==> src/rtl/ecc_decode_arb.sv <==
// Two-requester round-robin front end for a shared Hamming(12,7) SEC-DED decoder.
// It registers one decoded response, counts corrected and uncorrectable words, and can halt on a double error.

module decode_hamming (
   input  logic [12:1] in_data,
   output logic [7:1]  out_data,
   output logic [3:0]  syn,
   output logic        se,
   output logic        de
);

   logic       par;
   logic [7:1] raw;
   logic [7:1] flip;

   // Check bits sit at positions 1, 2, 4 and 8. Bit 12 is the overall parity over the whole word.
   assign syn[0] = in_data[1] ^ in_data[3] ^ in_data[5] ^ in_data[7] ^ in_data[9] ^ in_data[11];
   assign syn[1] = in_data[2] ^ in_data[3] ^ in_data[6] ^ in_data[7] ^ in_data[10] ^ in_data[11];
   assign syn[2] = in_data[4] ^ in_data[5] ^ in_data[6] ^ in_data[7];
   assign syn[3] = in_data[8] ^ in_data[9] ^ in_data[10] ^ in_data[11];
   assign par    = ^in_data;

   // Odd parity means one bit flipped. If the syndrome then points past position 11, treat the word as uncorrectable.
   assign se = par && (syn <= 4'd11);
   assign de = (!par && (syn != 4'd0)) || (par && (syn > 4'd11));

   assign raw  = {in_data[11], in_data[10], in_data[9], in_data[7],
                  in_data[6],  in_data[5],  in_data[3]};
   assign flip = {7{se}} & {syn == 4'd11, syn == 4'd10, syn == 4'd9, syn == 4'd7,
                            syn == 4'd6,  syn == 4'd5,  syn == 4'd3};
   assign out_data = raw ^ flip;

endmodule

module ecc_decode_arb #(
   parameter int CNT_W       = 8,
   parameter int HALT_ON_DED = 1
) (
   input  logic             clk,
   input  logic             rst_n,
   input  logic             req0_valid,
   input  logic [12:1]      req0_code,
   output logic             req0_ready,
   input  logic             req1_valid,
   input  logic [12:1]      req1_code,
   output logic             req1_ready,
   output logic             rsp_valid,
   input  logic             rsp_ready,
   output logic             rsp_id,
   output logic [7:1]       rsp_data,
   output logic [3:0]       rsp_syn,
   output logic             rsp_se,
   output logic             rsp_de,
   output logic [CNT_W-1:0] sec_cnt,
   output logic [CNT_W-1:0] ded_cnt,
   input  logic             clr_cnt,
   input  logic             clr_halt,
   output logic             halted
);

   typedef enum logic {RUN, HALT} state_t;

   localparam logic [CNT_W-1:0] CNT_MAX = '1;

   state_t      state;
   logic        rr_ptr;
   logic        accept;
   logic        grant0;
   logic        grant1;
   logic        grant;
   logic [12:1] sel_code;
   logic [7:1]  dec_data;
   logic [3:0]  dec_syn;
   logic        dec_se;
   logic        dec_de;

   // NOTE: rst_n gates accept directly, so the readys are 0 the moment reset asserts, with no clock edge needed.
   assign accept = rst_n && (state == RUN) && (!rsp_valid || rsp_ready);

   assign grant1 = req1_valid && (!req0_valid || rr_ptr);
   assign grant0 = req0_valid && !grant1;
   assign grant  = accept && (grant0 || grant1);

   assign req0_ready = accept && grant0;
   assign req1_ready = accept && grant1;

   assign sel_code = grant1 ? req1_code : req0_code;

   decode_hamming u_dec (
      .in_data  (sel_code),
      .out_data (dec_data),
      .syn      (dec_syn),
      .se       (dec_se),
      .de       (dec_de)
   );

   // NOTE: every register here is updated with a non-blocking assignment. All reads in this block then see values from before the edge.
   always_ff @(posedge clk or negedge rst_n) begin
      if (!rst_n) begin
         state     <= RUN;
         halted    <= 1'b0;
         rr_ptr    <= 1'b0;
         rsp_valid <= 1'b0;
         rsp_id    <= 1'b0;
         rsp_data  <= '0;
         rsp_syn   <= '0;
         rsp_se    <= 1'b0;
         rsp_de    <= 1'b0;
         sec_cnt   <= '0;
         ded_cnt   <= '0;
      end else begin
         // A capture overrides a drain in the same cycle, so rsp_valid stays high.
         if (grant) begin
            rsp_valid <= 1'b1;
            rsp_id    <= grant1;
            rsp_data  <= dec_data;
            rsp_syn   <= dec_syn;
            rsp_se    <= dec_se;
            rsp_de    <= dec_de;
            rr_ptr    <= !grant1;
         end else if (rsp_ready) begin
            rsp_valid <= 1'b0;
         end

         if (clr_cnt) begin
            sec_cnt <= '0;
            ded_cnt <= '0;
         end else if (grant) begin
            if (dec_se && (sec_cnt != CNT_MAX)) sec_cnt <= sec_cnt + 1'b1;
            if (dec_de && (ded_cnt != CNT_MAX)) ded_cnt <= ded_cnt + 1'b1;
         end

         case (state)
            RUN: begin
               if (grant && dec_de && (HALT_ON_DED != 0)) begin
                  state  <= HALT;
                  halted <= 1'b1;
               end
            end
            HALT: begin
               if (clr_halt) begin
                  state  <= RUN;
                  halted <= 1'b0;
               end
            end
            default: begin
               state  <= RUN;
               halted <= 1'b0;
            end
         endcase
      end
   end

endmodule
==> config.mk <==
export PLATFORM = sky130hd
export DESIGN_NAME = ecc_decode_arb
export DESIGN_NICKNAME = d
export VERILOG_FILES = /design/src/rtl/ecc_decode_arb.sv
export SDC_FILE = /design/constraint.sdc
export NUM_CORES = 1
export LEC_CHECK = 0
export CAP_MARGIN = 30
export CORE_MARGIN = 1
export CORE_UTILIZATION = 40
export DETAILED_ROUTE_END_ITERATION = 8
export MAX_ROUTING_LAYER = met4
export PLACE_DENSITY = 0.81
export SYNTH_ARGS = -nofsm -noshare
export SYNTH_HDL_FRONTEND = slang
export SYNTH_HIERARCHICAL = 1
export SYNTH_SLANG_ARGS = --single-unit
==> constraint.sdc <==
create_clock -name clk -period 6.35 [get_ports clk]
set_input_delay 0.9525 -clock clk [delete_from_list [all_inputs] [get_ports clk]]
set_output_delay 0.9525 -clock clk [all_outputs]
set_load 0.02 [all_outputs]
==> impl_metrics.tcl <==
set metrics [dict create \
    status "finished, final reports clean" \
    vdd_drop_max_mv 0.1658 \
    rsz0062_at_grt "false" \
    slew_violations 0 \
    io_pins 65 \
    synthArstFlopShare_pct 100.0 \
    clkTransAtPathRegs_ps 60 \
    fin_ws_ps 1918 \
    ys_top_cells_by_area "dfrtp_1, mux2_2, xnor2_1, a21oi_1, nand2_1" \
    synth-edff-count 0 \
    r2r_cells 11 \
    drv_cap 0 \
    clock_latency_ps 290 \
    antenna_cells 0 \
    drtAntennaViolNets 0 \
    worstPathMaxFanout 18 \
    vias_per_cell 5.287 \
    track_usage_pct 19.19 \
    htreeDepth 2 \
    arrival_ps 4590 \
    syn_area_um2 2133 \
    worstPathRequired_ps 6510 \
    syn_nets 236 \
    cts_made_buffers 5 \
    first_pass_iters 5 \
    r2r_end "ded_cnt[5]" \
    vias 1803 \
    initial_core_util_pct 41.77 \
    finClkSkew_ps 9.912 \
    relSlewSlack_pct 54.75 \
    holdPathEnd "halted" \
    synth_cell_types 45 \
    min_period_ps 4432 \
    synth_seq_area_share_pct 39.88 \
    yosys_warnings 6 \
    hold_ws_ps 477.5 \
    synth_top_area_share_pct 39.88 \
    leakage_nw 1.171 \
    grt_first_pass_wirelength_mm 7.852 \
    setup_violations 0 \
    holdBufCountCts 0 \
    whs_path_depth 2 \
    die_w_um 75.03 \
    p_per_area_nw_per_um2 356.9 \
    fp.coreArea_um2 5107 \
    hold_viol 0 \
    tns_ps 0 \
    wl_mm 4.834 \
    startpoint_type "input port" \
    reg2reg_from "rr_ptr" \
    ys_seq_elements 34 \
    die_h_um 75.03 \
    synth_top_flop_cell "dfrtp_1" \
    grt_start_max_net_pins 36 \
    post_cts_buffers 0 \
    hold_start "halted" \
    crit_type "in -> reg" \
    overflow 0 \
    fmax_ghz 0.2256 \
    routedWlPerCell_um 14.18 \
    period_share_pct 69.79 \
    portBuffers 64 \
    cts.path.max_buffers 2 \
    die_area_um2 5630 \
    hpwl_mm 3.592 \
    drt_iter0_drc 82 \
    synth.top_cells.by_count "dfrtp_1, mux2_2, nand2_1" \
    cts.sinks 34 \
    synthCells 203 \
    gp_congestion 0.8386 \
    yosysTopAreaCell "dfrtp_1" \
    cts_tree "yes" \
    synth.avg_cell_area_um2 10.51 \
    clockRootBuffer "clkbuf_8" \
    crit_path_end_kind "flop" \
    first_global_vias 1778 \
    postCtsResizedCells 0 \
    num_rows 26 \
    dp_slack_ps 1614 \
    reg2reg_slack_ps 2890 \
    drc 0 \
    critPathLaunch "req0_valid" \
    fin_nets 303 \
    area_growth_pct 38.47 \
    final_layout_size_suffix_gt1_share_pct 16.61 \
    yosysMostFrequentCell "dfrtp_1" \
    hp-class "reg -> reg" \
    antenna_found_initial 0 \
    worst_pin_slew_ps 676.6 \
]
[power breakdown]
part,switching (mW),leakage (nW),internal [mW]
clock,0.0779,0.0524,0.117
sequential,0.0357,0.438,0.278
combinational,0.272,0.680,0.273
total,0.386,1.17,0.668
[state kept, by name, summed over array words and instances, names as in the netlist, 4 cells and up]
name,flops
rsp_syn,4
ded_cnt,8
sec_cnt,8
rsp_data,7
[routing by layer]
metal	up-vias	track usage [%]	wire length, um
li1	871	-	-
met1	857	22.23	2110
met2	69	32.83	2289
met3	6	4.552	379
met4	0	6.080	55
met5	-	-	0
[metrics by stage]
step                      total power, mW  utilization [%]  cell area [um2]  std cells
after CTS                           1.067            57.84             2954        341
final                               1.054            57.84             2954        341
after global routing                1.126            57.84             2954        341
after detailed placement           0.8682            55.76             2848        333
after global placement             0.8542            55.61             2840        332
after floorplan                    0.6741                -             2133        203
[cells by family (layout without fill, tap and decap cells)]
family	count (synthesis)	in the layout	synth area share, %
flops	34	34	39.88
xor+xnor	24	24	12.67
fa+ha+maj	2	2	1.173
mux	26	26	13.72
buf+inv	17	85	3.460
simple gates	61	61	16.42
compound gates	39	39	12.67
[final cells by class]
class	instances	area (um2)
Clock buffer	7	76.32
Fill cell	455	2153
Timing Repair Buffer	67	663.1
Tap cell	70	87.58
Clock inverter	1	30.03
Inverter	10	37.54
Multi-Input combinational cell	152	1209
Sequential cell	34	850.8
[worst max-delay path, stage by stage]
cell             delay [ps]
clkdlybuf4s50_1         610
inv_1                    60
o21ai_1                 130
buf_4                   220
mux2_2                  390
xor2_1                  230
xnor3_2                 510
a21oi_1                 170
nor3_1                   60
a21oi_1                 220
o2111ai_4               290
nor4_1                  380
mux2_1                  350
[worst max path at each step]
stage                     slack [ps]  depth (start not counted)    endpoint
final                           1920                         13  ded_cnt[5]
after global routing            1650                         12  sec_cnt[5]
after CTS                       1920                         12  sec_cnt[5]
after detailed placement        1610                         12  sec_cnt[5]
after global placement          1700                         13  ded_cnt[5]
after floorplan                 2440                         12  ded_cnt[5]
[layout by cell type, fill, tap and decap left out, types with 2 or more instances in the layout]
cell type / n
o41ai_1: 5
nand3_1: 5
buf_4: 3
xor2_1: 3
xnor2_2: 2
inv_1: 9
a21o_1: 2
clkbuf_8: 5
or3b_1: 2
mux2_2: 22
dfrtp_1: 34
o21ai_0: 8
nand2_1: 17
clkbuf_1: 2
or3_1: 3
xnor2_1: 16
a21oi_1: 14
nand4_1: 3
nor4_1: 2
nor2_1: 7
and2b_1: 2
and2_1: 2
nor2b_1: 2
o31ai_1: 5
nor3_2: 2
mux2_1: 4
clkdlybuf4s50_1: 64
ha_1: 2
or4_1: 7
No activity file was read; power rests on OpenSTA's default activity.
